### src/rtl/mem_rmw_ctrl_pkg.sv
// rtl/mem_rmw_ctrl_pkg.sv - op codes, FSM states and op-class helpers for mem_rmw_ctrl
package mem_rmw_ctrl_pkg;

  localparam int DATA_W = 32;
  localparam int OP_W   = 4;

  typedef enum logic [OP_W-1:0] {
    MEM_NOP = 4'd0,
    MEM_LB  = 4'd1,
    MEM_LBU = 4'd2,
    MEM_LH  = 4'd3,
    MEM_LHU = 4'd4,
    MEM_LW  = 4'd5,
    MEM_SB  = 4'd6,
    MEM_SH  = 4'd7,
    MEM_SW  = 4'd8
  } mem_op_e;

  typedef enum logic {
    IDLE   = 1'b0,
    RMW_WR = 1'b1
  } state_e;

  function automatic logic is_half_op(input logic [OP_W-1:0] op);
    return (op == MEM_LH) || (op == MEM_LHU) || (op == MEM_SH);
  endfunction

  function automatic logic is_word_op(input logic [OP_W-1:0] op);
    return (op == MEM_LW) || (op == MEM_SW);
  endfunction

endpackage

### src/rtl/mem_rmw_ctrl_if.sv
// rtl/mem_rmw_ctrl_if.sv - MEM-stage request and data-RAM bus bundle for mem_rmw_ctrl
interface mem_rmw_ctrl_if #(
  parameter int ADDR_W = 17
);
  logic              req_i;
  logic [3:0]        op_i;
  logic [31:0]       addr_i;
  logic [31:0]       wdata_i;
  logic              flush_i;
  logic [31:0]       rdata_o;
  logic              stall_o;
  logic              addr_err_o;
  logic              ram_ce_o;
  logic              ram_we_o;
  logic [ADDR_W-1:0] ram_addr_o;
  logic [31:0]       ram_wdata_o;
  logic [31:0]       ram_rdata_i;

  modport slave (
    input  req_i, op_i, addr_i, wdata_i, flush_i, ram_rdata_i,
    output rdata_o, stall_o, addr_err_o, ram_ce_o, ram_we_o, ram_addr_o, ram_wdata_o
  );

  modport master (
    output req_i, op_i, addr_i, wdata_i, flush_i, ram_rdata_i,
    input  rdata_o, stall_o, addr_err_o, ram_ce_o, ram_we_o, ram_addr_o, ram_wdata_o
  );
endinterface

### src/rtl/mem_rmw_ctrl_lane_mux.sv
// rtl/mem_rmw_ctrl_lane_mux.sv - mem_lane_mux: big-endian load lane extract/extend and store lane merge
module mem_lane_mux
  import mem_rmw_ctrl_pkg::*;
(
  input  logic [OP_W-1:0]   op_i,
  input  logic [1:0]        off_i,
  input  logic [DATA_W-1:0] word_i,
  input  logic [DATA_W-1:0] wdata_i,
  output logic [DATA_W-1:0] load_o,
  output logic [DATA_W-1:0] merge_o
);

  logic [4:0]  byte_sh;
  logic [7:0]  byte_sel;
  logic [15:0] half_sel;
  logic        unused_wdata;

  assign unused_wdata = ^wdata_i[31:16];

  always_comb begin
    // Offset 0 is the most significant byte, so shift by (3 - off) bytes.
    byte_sh  = {~off_i, 3'b000};
    byte_sel = 8'(word_i >> byte_sh);
    half_sel = off_i[1] ? word_i[15:0] : word_i[31:16];
    load_o   = '0;
    merge_o  = word_i;
    case (op_i)
      MEM_LB:  load_o = {{24{byte_sel[7]}}, byte_sel};
      MEM_LBU: load_o = {24'd0, byte_sel};
      MEM_LH:  load_o = {{16{half_sel[15]}}, half_sel};
      MEM_LHU: load_o = {16'd0, half_sel};
      MEM_LW:  load_o = word_i;
      MEM_SB:  merge_o = (word_i & ~(32'h0000_00ff << byte_sh)) | (32'(wdata_i[7:0]) << byte_sh);
      MEM_SH:  merge_o = off_i[1] ? {word_i[31:16], wdata_i[15:0]} : {wdata_i[15:0], word_i[15:0]};
      default: ;
    endcase
  end

endmodule

### src/rtl/mem_rmw_ctrl.sv
// rtl/mem_rmw_ctrl.sv - MEM-stage to word RAM controller with sub-word read-modify-write stores
// Optional misalignment detection: MEM_ALIGN_CHECK_EN.
module mem_rmw_ctrl
  import mem_rmw_ctrl_pkg::*;
#(
  parameter int ADDR_W = 17
) (
  input  logic          clk,
  input  logic          rst,
  mem_rmw_ctrl_if.slave bus
);

  state_e              state_q, state_d;
  logic [DATA_W-1:0]   merge_q, merge_d;
  logic [DATA_W-1:0]   load_word;
  logic [DATA_W-1:0]   merged_word;
  logic                misalign;
  logic                unused_addr;

  assign unused_addr = ^bus.addr_i[31:ADDR_W+2];

  mem_lane_mux u_lane_mux (
    .op_i    (bus.op_i),
    .off_i   (bus.addr_i[1:0]),
    .word_i  (bus.ram_rdata_i),
    .wdata_i (bus.wdata_i),
    .load_o  (load_word),
    .merge_o (merged_word)
  );

`ifdef MEM_ALIGN_CHECK_EN
  assign misalign = bus.req_i &&
                    ((is_half_op(bus.op_i) && bus.addr_i[0]) ||
                     (is_word_op(bus.op_i) && (bus.addr_i[1:0] != 2'b00)));
`else
  assign misalign = 1'b0;
`endif

  assign bus.ram_addr_o  = bus.addr_i[ADDR_W+1:2];
  assign bus.ram_wdata_o = (state_q == RMW_WR) ? merge_q : bus.wdata_i;

  always_comb begin
    state_d        = state_q;
    merge_d        = merge_q;
    bus.ram_ce_o   = 1'b0;
    bus.ram_we_o   = 1'b0;
    bus.stall_o    = 1'b0;
    bus.addr_err_o = 1'b0;
    bus.rdata_o    = '0;
    // Outputs are forced quiet while reset is held, even though they are combinational.
    if (rst && !bus.flush_i) begin
      case (state_q)
        IDLE: begin
          if (misalign) begin
            bus.addr_err_o = 1'b1;
          end else if (bus.req_i) begin
            case (bus.op_i)
              MEM_LB, MEM_LBU, MEM_LH, MEM_LHU, MEM_LW: begin
                bus.ram_ce_o = 1'b1;
                bus.rdata_o  = load_word;
              end
              MEM_SW: begin
                bus.ram_ce_o = 1'b1;
                bus.ram_we_o = 1'b1;
              end
              MEM_SB, MEM_SH: begin
                bus.ram_ce_o = 1'b1;
                bus.stall_o  = 1'b1;
                merge_d      = merged_word;
                state_d      = RMW_WR;
              end
              default: ;
            endcase
          end
        end
        RMW_WR: begin
          bus.ram_ce_o = 1'b1;
          bus.ram_we_o = 1'b1;
          state_d      = IDLE;
        end
        default: state_d = IDLE;
      endcase
    end else begin
      state_d = IDLE;
    end
  end

  always_ff @(posedge clk or negedge rst) begin
    if (!rst) begin
      state_q <= IDLE;
      merge_q <= '0;
    end else begin
      state_q <= state_d;
      merge_q <= merge_d;
    end
  end

endmodule

### src/flat_wrapper.sv
// flat-port wrapper written by rule: the top's interface ports become plain ports
module mem_rmw_ctrl_flat import mem_rmw_ctrl_pkg::*;
#(
  parameter int ADDR_W = 17
)
  (clk, rst, bus_req_i, bus_op_i, bus_addr_i, bus_wdata_i, bus_flush_i, bus_ram_rdata_i, bus_rdata_o, bus_stall_o, bus_addr_err_o, bus_ram_ce_o, bus_ram_we_o, bus_ram_addr_o, bus_ram_wdata_o);
  mem_rmw_ctrl_if #(.ADDR_W(ADDR_W)) bus_i ();
  input  logic clk;
  input  logic rst;
  input wire logic [$bits(bus_i.req_i)-1:0] bus_req_i;
  input wire logic [$bits(bus_i.op_i)-1:0] bus_op_i;
  input wire logic [$bits(bus_i.addr_i)-1:0] bus_addr_i;
  input wire logic [$bits(bus_i.wdata_i)-1:0] bus_wdata_i;
  input wire logic [$bits(bus_i.flush_i)-1:0] bus_flush_i;
  input wire logic [$bits(bus_i.ram_rdata_i)-1:0] bus_ram_rdata_i;
  output wire logic [$bits(bus_i.rdata_o)-1:0] bus_rdata_o;
  output wire logic [$bits(bus_i.stall_o)-1:0] bus_stall_o;
  output wire logic [$bits(bus_i.addr_err_o)-1:0] bus_addr_err_o;
  output wire logic [$bits(bus_i.ram_ce_o)-1:0] bus_ram_ce_o;
  output wire logic [$bits(bus_i.ram_we_o)-1:0] bus_ram_we_o;
  output wire logic [$bits(bus_i.ram_addr_o)-1:0] bus_ram_addr_o;
  output wire logic [$bits(bus_i.ram_wdata_o)-1:0] bus_ram_wdata_o;
  assign bus_i.req_i = bus_req_i;
  assign bus_i.op_i = bus_op_i;
  assign bus_i.addr_i = bus_addr_i;
  assign bus_i.wdata_i = bus_wdata_i;
  assign bus_i.flush_i = bus_flush_i;
  assign bus_i.ram_rdata_i = bus_ram_rdata_i;
  assign bus_rdata_o = bus_i.rdata_o;
  assign bus_stall_o = bus_i.stall_o;
  assign bus_addr_err_o = bus_i.addr_err_o;
  assign bus_ram_ce_o = bus_i.ram_ce_o;
  assign bus_ram_we_o = bus_i.ram_we_o;
  assign bus_ram_addr_o = bus_i.ram_addr_o;
  assign bus_ram_wdata_o = bus_i.ram_wdata_o;
  mem_rmw_ctrl #(.ADDR_W(ADDR_W)) u_core (.clk(clk), .rst(rst), .bus(bus_i));
endmodule
### config.mk
export PLATFORM = sky130hd
export DESIGN_NAME = mem_rmw_ctrl_flat
export DESIGN_NICKNAME = d
export VERILOG_FILES = /design/src/rtl/mem_rmw_ctrl_pkg.sv /design/src/rtl/mem_rmw_ctrl_if.sv /design/src/rtl/mem_rmw_ctrl_lane_mux.sv /design/src/rtl/mem_rmw_ctrl.sv /design/src/flat_wrapper.sv
export SDC_FILE = /design/constraint.sdc
export NUM_CORES = 1
export LEC_CHECK = 0
export BUFFER_PORTS_ARGS = -buffer_cell sky130_fd_sc_hd__buf_4
export CAP_MARGIN = 0
export CORE_MARGIN = 5
export CORE_UTILIZATION = 50
export CTS_CLUSTER_DIAMETER = 120
export DETAILED_ROUTE_END_ITERATION = 8
export GPL_TIMING_DRIVEN = 0
export PLACE_DENSITY = 0.87
export SLEW_MARGIN = 20
export SYNTH_ARGS = -nofsm -noshare
export SYNTH_HDL_FRONTEND = slang
export SYNTH_HIERARCHICAL = 1
export SYNTH_SLANG_ARGS = --single-unit
### constraint.sdc
create_clock -name clk -period 3.35 [get_ports clk]
set_input_delay 0.1675 -clock clk [delete_from_list [all_inputs] [get_ports clk]]
set_output_delay 0.1675 -clock clk [all_outputs]
set_load 0.005 [all_outputs]
## Word-level counts from Yosys, hierarchy flattened

Cells that the tools add are included.

| word-level totals | value |
|---|---|
| bits in registers | 33 |

| cells by class | value |
|---|---|
| equal/unequal tests | 8 |
| shift-type cells | 3 |
| mux-type cells | 23 |
| bitwise gates (word level) | 5 |
| reductions and logical operators | 6 |

Operator list:

| cell | count |
|---|---|
| 32-bit 2-to-1 mux | 6 |
| 32-bit one-hot mux with 5 select lines | 1 |
| 32-bit one-hot mux with 2 select lines | 1 |
| 32-bit bitwise AND | 1 |
| 32-bit NOT | 1 |
| 32-bit bitwise OR | 1 |
| 8-bit by 5-bit << shifter with 32-bit output | 1 |
| 8-bit by 5-bit << shifter with 32-bit output, first input constant | 1 |
| 32-bit by 5-bit right shift with 8-bit output | 1 |
| 4-bit by 3-bit == test with 1-bit output, second input constant | 4 |
| 16-bit 2-to-1 mux | 1 |
| 1-bit 2-to-1 mux | 11 |
| 4-bit by 2-bit == test with 1-bit output, second input constant | 2 |
| 8-bit OR reduction | 1 |
| 1-bit one-hot mux with 2 select lines | 3 |
| 5-bit OR reduction | 1 |
| 4-bit by 1-bit == test with 1-bit output, second input constant | 1 |
| 4-bit == test, second input constant | 1 |
| 4-bit AND reduction | 1 |
| 2-bit NOT | 1 |
| 2-bit OR reduction | 1 |
| 1-bit logical AND | 1 |
| 1-bit zero test | 1 |
| 1-bit NOT | 1 |

## Longest topological paths before layout

Gate-level depths: netlist of run 1.

| logic depth | value |
|---|---|
| depth after elaboration | 7 |
| gate-level depth with buffers | 7 |
| gate-level depth less buffers | 4 |

## Hierarchy

The synthesis of run 1 kept the hierarchy.

By module, submodules not included:

| module | times used | cells an instance | area each (um2) | seq. area each (um2) |
|---|---|---|---|---|
| mem_rmw_ctrl | 1 | 170 | 2074.5 | 825.8 |
| mem_lane_mux | 1 | 209 | 1529.0 | 0.0 |

## Worst setup path after synthesis of run 1

OpenSTA, ideal clock, no wires.

| timing path | value |
|---|---|
| path type | input port to flip-flop |
| from | in bus_addr_i[1] |
| to | reg u_core.merge_q[0] |
| data arrival time | 1488 ps |
| required time | 3225 ps |
| slack | 1737 ps |
| stages | 6 |
| path buffers | 2 |
| path through | buf_6 -> buf_6 -> nand4b_2 -> nor2_4 -> mux2_2 -> mux2_2 |

| between the ends | value |
|---|---|
| word-level cells in the longest chain between the ends | 6 |
| elaborated cells on any way between the ends | 8 |

Ends and longest elaborated chain:

| element | RTL line | RTL |
|---|---|---|
| start, declared | flat_wrapper.sv:12 | `input wire logic [$bits(bus_i.addr_i)-1:0] bus_addr_i;` |
| 2-bit NOT | mem_rmw_ctrl_lane_mux.sv:22 | `byte_sh = {~off_i, 3'b000};` |
| 8-bit by 5-bit << shifter with 32-bit output | mem_rmw_ctrl_lane_mux.sv:33 | `MEM_SB: merge_o = (word_i & ~(32'h0000_00ff << byte_sh)) \| (32'(wdata_i[7:0]) << byte_sh);` |
| 32-bit NOT | mem_rmw_ctrl_lane_mux.sv:33 |  |
| 32-bit bitwise AND | mem_rmw_ctrl_lane_mux.sv:33 |  |
| 32-bit bitwise OR | mem_rmw_ctrl_lane_mux.sv:33 |  |
| 32-bit one-hot mux with 2 select lines * | mem_rmw_ctrl_lane_mux.sv:27 | `case (op_i)` |
| net u_core.merged_word[0] | mem_rmw_ctrl.sv:16 | `logic [DATA_W-1:0] merged_word;` |
| end signal, assigned | mem_rmw_ctrl.sv:94 | `merge_q <= merge_d;` |
| end, declared | mem_rmw_ctrl.sv:14 | `logic [DATA_W-1:0] merge_q, merge_d;` |

The timed path passes the listed nets; every way through them passes the cells marked *.
A chain may end at the register's enable or synchronous reset.

## Worst setup path after layout of run 1

| timing path | value |
|---|---|
| from | in rst |
| to | out bus_rdata_o[2] |

| between the ends | value |
|---|---|
| word-level cells in the longest chain between the ends | 2 |

Ends and longest elaborated chain:

| element | RTL line | RTL |
|---|---|---|
| start, declared | flat_wrapper.sv:9 | `input logic rst;` |
| 1-bit logical AND | mem_rmw_ctrl.sv:51 | `if (rst && !bus.flush_i) begin` |
| 32-bit 2-to-1 mux | mem_rmw_ctrl.sv:51 |  |
| end, declared | flat_wrapper.sv:16 | `output wire logic [$bits(bus_i.rdata_o)-1:0] bus_rdata_o;` |

No other way between the ends.

==> run metrics, run 1 <==
CP arrival=2.23 ns; actual slew at the worst max-slew pin=around 0.64 ns; layout cells sized above 1=0.568; grt total ovfl=0; DRC=0; total CTS buffers=5; First-pass DRT Iterations=6; Core Area=around 7100 sq um; Synth top cells by count=88 x mux2_2, 34 x nand2_1, 33 x dfrtp_1, 33 x nand3_1, 32 x and2_1; Post-CTS Resized=0; setup violators final=0; crit end category=output port; Root Driver=clkbuf_8; final hold vios=0; H-tree Lvls=2; Ys Warns=6; Synth async-reset ratio=1.00; Die Ht=94.9 microns; Sink Count=33; worst rel slew slack=0.572; clk_skew=0.00430 ns; Filler cells=around 570; Final Core Density=0.700; FF/Latch Area=826 sq um; flops & latches, synth=33; RSZ-0062 raised after global routing=false; VDD IR max=297 uV; period utilization=0.715; Post-synth EDFFs=0; Lkg Pwr=2.31 nW; largest net degree at the start of global routing=36; antenna diode count=0; clk buf depth=2; Syn Inst Count=379; CP startpoint kind=input port; setup TNS=0 ns; Top Ports=189; starting density of the core=0.505; HP Class=input port to register; Synth cell types=43; CTS tree=built; status=completed; clock slew at reported path FFs=0.07 ns; first-pass GRT wire length=19.2 mm; post-CTS setup buffer count=0; P per Cell Area=about 260 nW/um^2; die footprint=9010 sq um; antenna violations before repair=0; post-route cell area=approximately 5000 sq um; Placer Congestion=0.920; MaxCap Viol Count=0; Placed Instance Area=4900 sq um; CP Data Required Time=3.18 ns; Port Buffers=156; syn_nets=just under 500; area of the multi-input gates=~2400 sq um; via count of the first global-routing pass=3799; total number of vias=3871; Overall Power=0.00129 W; ANT nets after route=0; Final HPWL DP=roughly 10 mm; Worst-Skew Late Latency=0.29 ns; area leader, netlist=mux2_2; num rows=31; largest fanout on the critical path=35; post-synth top area share=0.275; sequential area share after synthesis=0.229; max-slew violation count=0; gr usage total=0.273; cells on worst reg2reg path=5; fin nets=647; critical path class=input port to output port; Syn Area/Cell=9.51 sq um; Hold Path Depth=4; vias per cell=approximately 6.0; 1st-iter DRT viols=298; Synth Cell Area=3600 sq um; f_max=roughly 420 MHz; minimum clock period=2.39 ns; routed len/inst=19.8 microns; most frequent cell after synthesis=mux2_2; ys flop type=dfrtp_1; WHS=0.263 ns; Layout area overhead=38.6%; final wirelength=12.7 mm; Die Wd=94.9 microns; Synth area leaders=mux2_2 27%, dfrtp_1 23%, a32oi_1 5.6%
## cells in the final DEF, fill, tap and decap left out, types with 2 or more instances in the layout
cell      instances
a31oi_1           3
clkbuf_1         12
nor2_1            5
a31o_2            2
a32oi_1          23
o21ai_0          23
mux2i_1           8
buf_4           176
a221o_1           8
clkbuf_8          5
nand2_1          34
and2_1           32
mux4_2            7
inv_1             2
buf_2            11
buf_6             7
nor2_2            2
nand3_1          33
clkbuf_2          2
dfrtp_1          33
nor4bb_1          2
mux2_2           88
clkinv_2          2
## kinds of logic (layout without fill, tap and decap cells)
group           after synthesis  after routing  synth area share
compound gates               63             63             0.128
xor+xnor                      1              1           0.00243
fa+ha+maj                     1              1           0.00278
buf+inv                      55            220            0.0972
flops                        33             33             0.229
mux                         103            103             0.341
other cells                   1              1           0.00104
simple gates                122            122             0.198
## per-stage QoR
step           cells  setup slack (ns)
6_report         643             0.956
5_1_grt          643             0.740
4_1_cts          643             0.927
3_5_place_dp     634              1.34
3_3_place_gp     634              1.37
2_1_floorplan    379              1.74
## layer usage
metal	part of all wire	track usage
met5	0	0
met4	0.031	0.0974
met3	0.11	0.0518
met2	0.50	0.488
met1	0.36	0.324
## registers in the layout, summed over array words and instances (netlist names)
signal,cells
u_core/state_q,1
u_core/merge_q,32
## power by group
part	total [W]	switching, W	internal, W
registers	0.000520	0.0000401	0.000480
clock network	0.000297	0.000154	0.000143
logic	0.000475	0.000209	0.000266
## final cells by class
type / count / area share
Buffer: 53 / 0.0686
Clock buffer: 5 / 0.0138
Clock inverter: 3 / 0.00351
Inverter: 2 / 0.00150
Multi-Input combinational cell: 291 / 0.486
Sequential cell: 33 / 0.165
Tap cell: 99 / 0.0248
Timing Repair Buffer: 157 / 0.236
## path summary, 6_finish.rpt
kind / from / endpoint / slack, ns
setup / recovery: rst / bus_rdata_o[2] / 0.96
hold / removal: bus_ram_rdata_i[10] / u_core/merge_q[10]$_DFFE_PN0P_ / 0.26
setup reg to reg: u_core/state_q$_DFF_PN0_ / u_core/merge_q[23]$_DFFE_PN0P_ / 1.53
hold reg to reg: u_core/merge_q[21]$_DFFE_PN0P_ / u_core/merge_q[21]$_DFFE_PN0P_ / 0.50
max in group asynchronous: rst / u_core/merge_q[20]$_DFFE_PN0P_ / 2.64
min in group asynchronous: rst / u_core/merge_q[27]$_DFFE_PN0P_ / 0.38
## worst max-delay path: stages
cell and delay, ns:
dlygate4sd3_1 0.53, buf_4 0.41, nand4bb_4 0.19, nor4b_4 0.37
buf_2 0.26, and2_1 0.18, buf_4 0.12
## timing repair
action,CTS,global route
endpoints found under the setup margin,0,0
hold endpoints to repair,33,0
hold buffers,1,0
No activity file was read; power rests on OpenSTA's default activity.
==> inputs of run 2 (changes only) <==
CORE_UTILIZATION = 47   (was 50)
PLACE_DENSITY = 0.83   (was 0.87)
clock period = 2.4 ns   (was 3.35 ns; I/O delays follow)
==> run metrics, run 2 (synthesis gave the netlist of run 1 again) <==
status=completed (unchanged); Final Core Density=0.662 (was 0.700); actual slew at the worst max-slew pin=0.676 ns (was 0.639 ns); Die Wd=97.6 microns (was 94.9 microns); CTS tree=built (unchanged); max-slew violation count=0 (unchanged); clock slew at reported path FFs=0.07 ns (about the same); commonest non-fill, non-tap cell in the layout=buf_4 (unchanged); routed len/inst=19.4 microns (was 19.8 microns); First-pass DRT Iterations=4 (was 6); P per Cell Area=383 nW/um^2 (was 259 nW/um^2); clk buf depth=2 (unchanged); final hold vios=0 (unchanged); Layout area overhead=39.7% (was 38.6%); sw frac=0.284 (was 0.312); f_max=449 MHz; Die Ht=97.6 microns (was 94.9 microns); antenna diode count=0 (unchanged); die footprint=9520 sq um (was 9010 sq um); critical path class=input port to output port (unchanged); Placer Congestion=0.893 (was 0.920); Sink Count=33 (unchanged); MaxCap Viol Count=0 (unchanged); minimum clock period=2.23 ns; setup violators final=0 (unchanged); H-tree Lvls=2 (unchanged); Filler cells=639 (was 566); P_int=0.00138 W (was 0.000889 W); CP arrival=2.11 ns (was 2.23 ns); total CTS buffers=5 (unchanged); crit end category=output port (unchanged); setup TNS=0 ns (unchanged); Lkg Pwr=2.32 nW (was 2.31 nW); ANT nets after route=0 (unchanged); vias per cell=5.80 (was 6.02); antenna violations before repair=0 (unchanged); Port Buffers=156 (unchanged); starting density of the core=0.474 (was 0.505); biggest regs=u_core/merge_q: 32 flops, u_core/state_q: 1 flops (unchanged); Root Driver=clkbuf_8 (unchanged); num rows=32 (was 31); Comb pwr share=0.344 (was 0.368); first-pass GRT wire length=19.8 mm (was 19.2 mm); CP startpoint kind=input port (unchanged); 1st-iter DRT viols=227 (was 298); RSZ-0062 raised after global routing=false (unchanged); post-CTS setup buffer count=0 (unchanged); via count of the first global-routing pass=3807 (was 3799); HP Class=input port to register (unchanged); CP Data Required Time=2.28 ns (was 3.18 ns); VDD IR max=454 uV (was 297 uV); largest net degree at the start of global routing=36 (unchanged); Clock Power Share=0.278 (was 0.230); Top Ports=189 (unchanged); Final HPWL DP=10.2 mm (was 10.3 mm); Reg with most FFs=u_core/merge_q (unchanged); period utilization=0.928; gr usage total=0.252 (was 0.273); Largest register FFs=32 (unchanged); most frequent cells in the layout=175 x buf_4, 88 x mux2_2, 34 x nand2_1 (was 176 x buf_4, 88 x mux2_2, 34 x nand2_1); worst rel slew slack=0.548 (was 0.572); grt total ovfl=0 (unchanged); layout cells sized above 1=0.566 (was 0.568); largest fanout on the critical path=35 (unchanged); Switch Pwr=0.000546 W (was 0.000403 W); total number of vias=3745 (was 3871); Worst-Skew Late Latency=0.28 ns (was 0.29 ns); clk_skew=0.00325 ns (was 0.00430 ns); fin nets=647 (unchanged); DRC=0 (unchanged); sequential share of power=0.378 (was 0.402); final wirelength=12.6 mm (was 12.7 mm); Core Area=7610 sq um (was 7140 sq um)
[run 2: cell count changes in the layout (fill, tap and decap cells not counted), sizes merged]
cell      before  now
clkinv         2    0
clkbuf        19   21
bufinv         0    1
clkinvlp       1    0
[run 2: through the flow]
step	setup slack (ns)	area [sq um]	std cells	power [W]	hold slack (ns)
6_report	0.173	5030	646	0.00193	0.244
5_1_grt	0.0282	5030	646	0.00202	0.254
4_1_cts	0.0601	5030	646	0.00193	0.228
3_5_place_dp	0.442	4900	637	0.00139	0.0996
3_3_place_gp	0.452	4900	637	0.00136	0.0969
2_1_floorplan	0.800	3600	379	0.00107	-0.176
[run 2: metal layers]
| layer | GRT usage | share of wire | routed length (microns) |
|---|---|---|---|
| met1 | 0.316 | 0.39 | 4920 |
| met2 | 0.443 | 0.50 | 6310 |
| met3 | 0.0560 | 0.094 | 1180 |
| met4 | 0.0511 | 0.011 | 138 |
| met5 | 0 | 0 | 0 |
[run 2: layout make-up]
| class | count | area, sq um | area share |
|---|---|---|---|
| Timing Repair Buffer | 157 | 1180 | 0.235 |
| Tap cell | 102 | 128 | 0.0254 |
| Inverter | 2 | 7.51 | 0.00149 |
| Clock buffer | 7 | 86.3 | 0.0172 |
| Multi-Input combinational cell | 291 | 2430 | 0.482 |
| Clock inverter | 1 | 30.0 | 0.00597 |
| Sequential cell | 33 | 826 | 0.164 |
| Buffer | 53 | 343 | 0.0681 |
[run 2: path summary, 6_finish.rpt]
| path | from | to | slack [ns] | cells after the start |
|---|---|---|---|---|
| min in group asynchronous | rst | u_core/merge_q[13]$_DFFE_PN0P_ | 0.30 | 2 |
| max in group asynchronous | rst | u_core/merge_q[30]$_DFFE_PN0P_ | 1.85 | 2 |
| max | rst | bus_rdata_o[1] | 0.17 | 7 |
| min | bus_wdata_i[5] | u_core/merge_q[5]$_DFFE_PN0P_ | 0.24 | 3 |
| max reg2reg | u_core/state_q$_DFF_PN0_ | u_core/merge_q[22]$_DFFE_PN0P_ | 0.63 | 5 |
| min reg2reg | u_core/merge_q[24]$_DFFE_PN0P_ | u_core/merge_q[24]$_DFFE_PN0P_ | 0.51 | 1 |
[run 2: critical path, stage by stage]
cell           delay (ns)
dlygate4sd3_1        0.55
buf_6                0.31
nand4bb_4            0.18
nor4b_4              0.38
buf_2                0.27
and2_1               0.17
buf_4                0.11
[run 2: timing repair]
action	CTS	global route
gates resized for setup	0	1
hold buffers	1	0
endpoints found under the setup margin	0	30
hold endpoints to repair	33	0
[run 2: power groups by stage]
stage               clock [W]  sequential (W)  combinational [W]
floorplan                   0        0.000714           0.000356
CTS                  0.000544        0.000728           0.000658
global placement            0        0.000727           0.000636
finish               0.000536        0.000728           0.000663
global route         0.000567        0.000739           0.000714
detailed placement          0        0.000739           0.000655
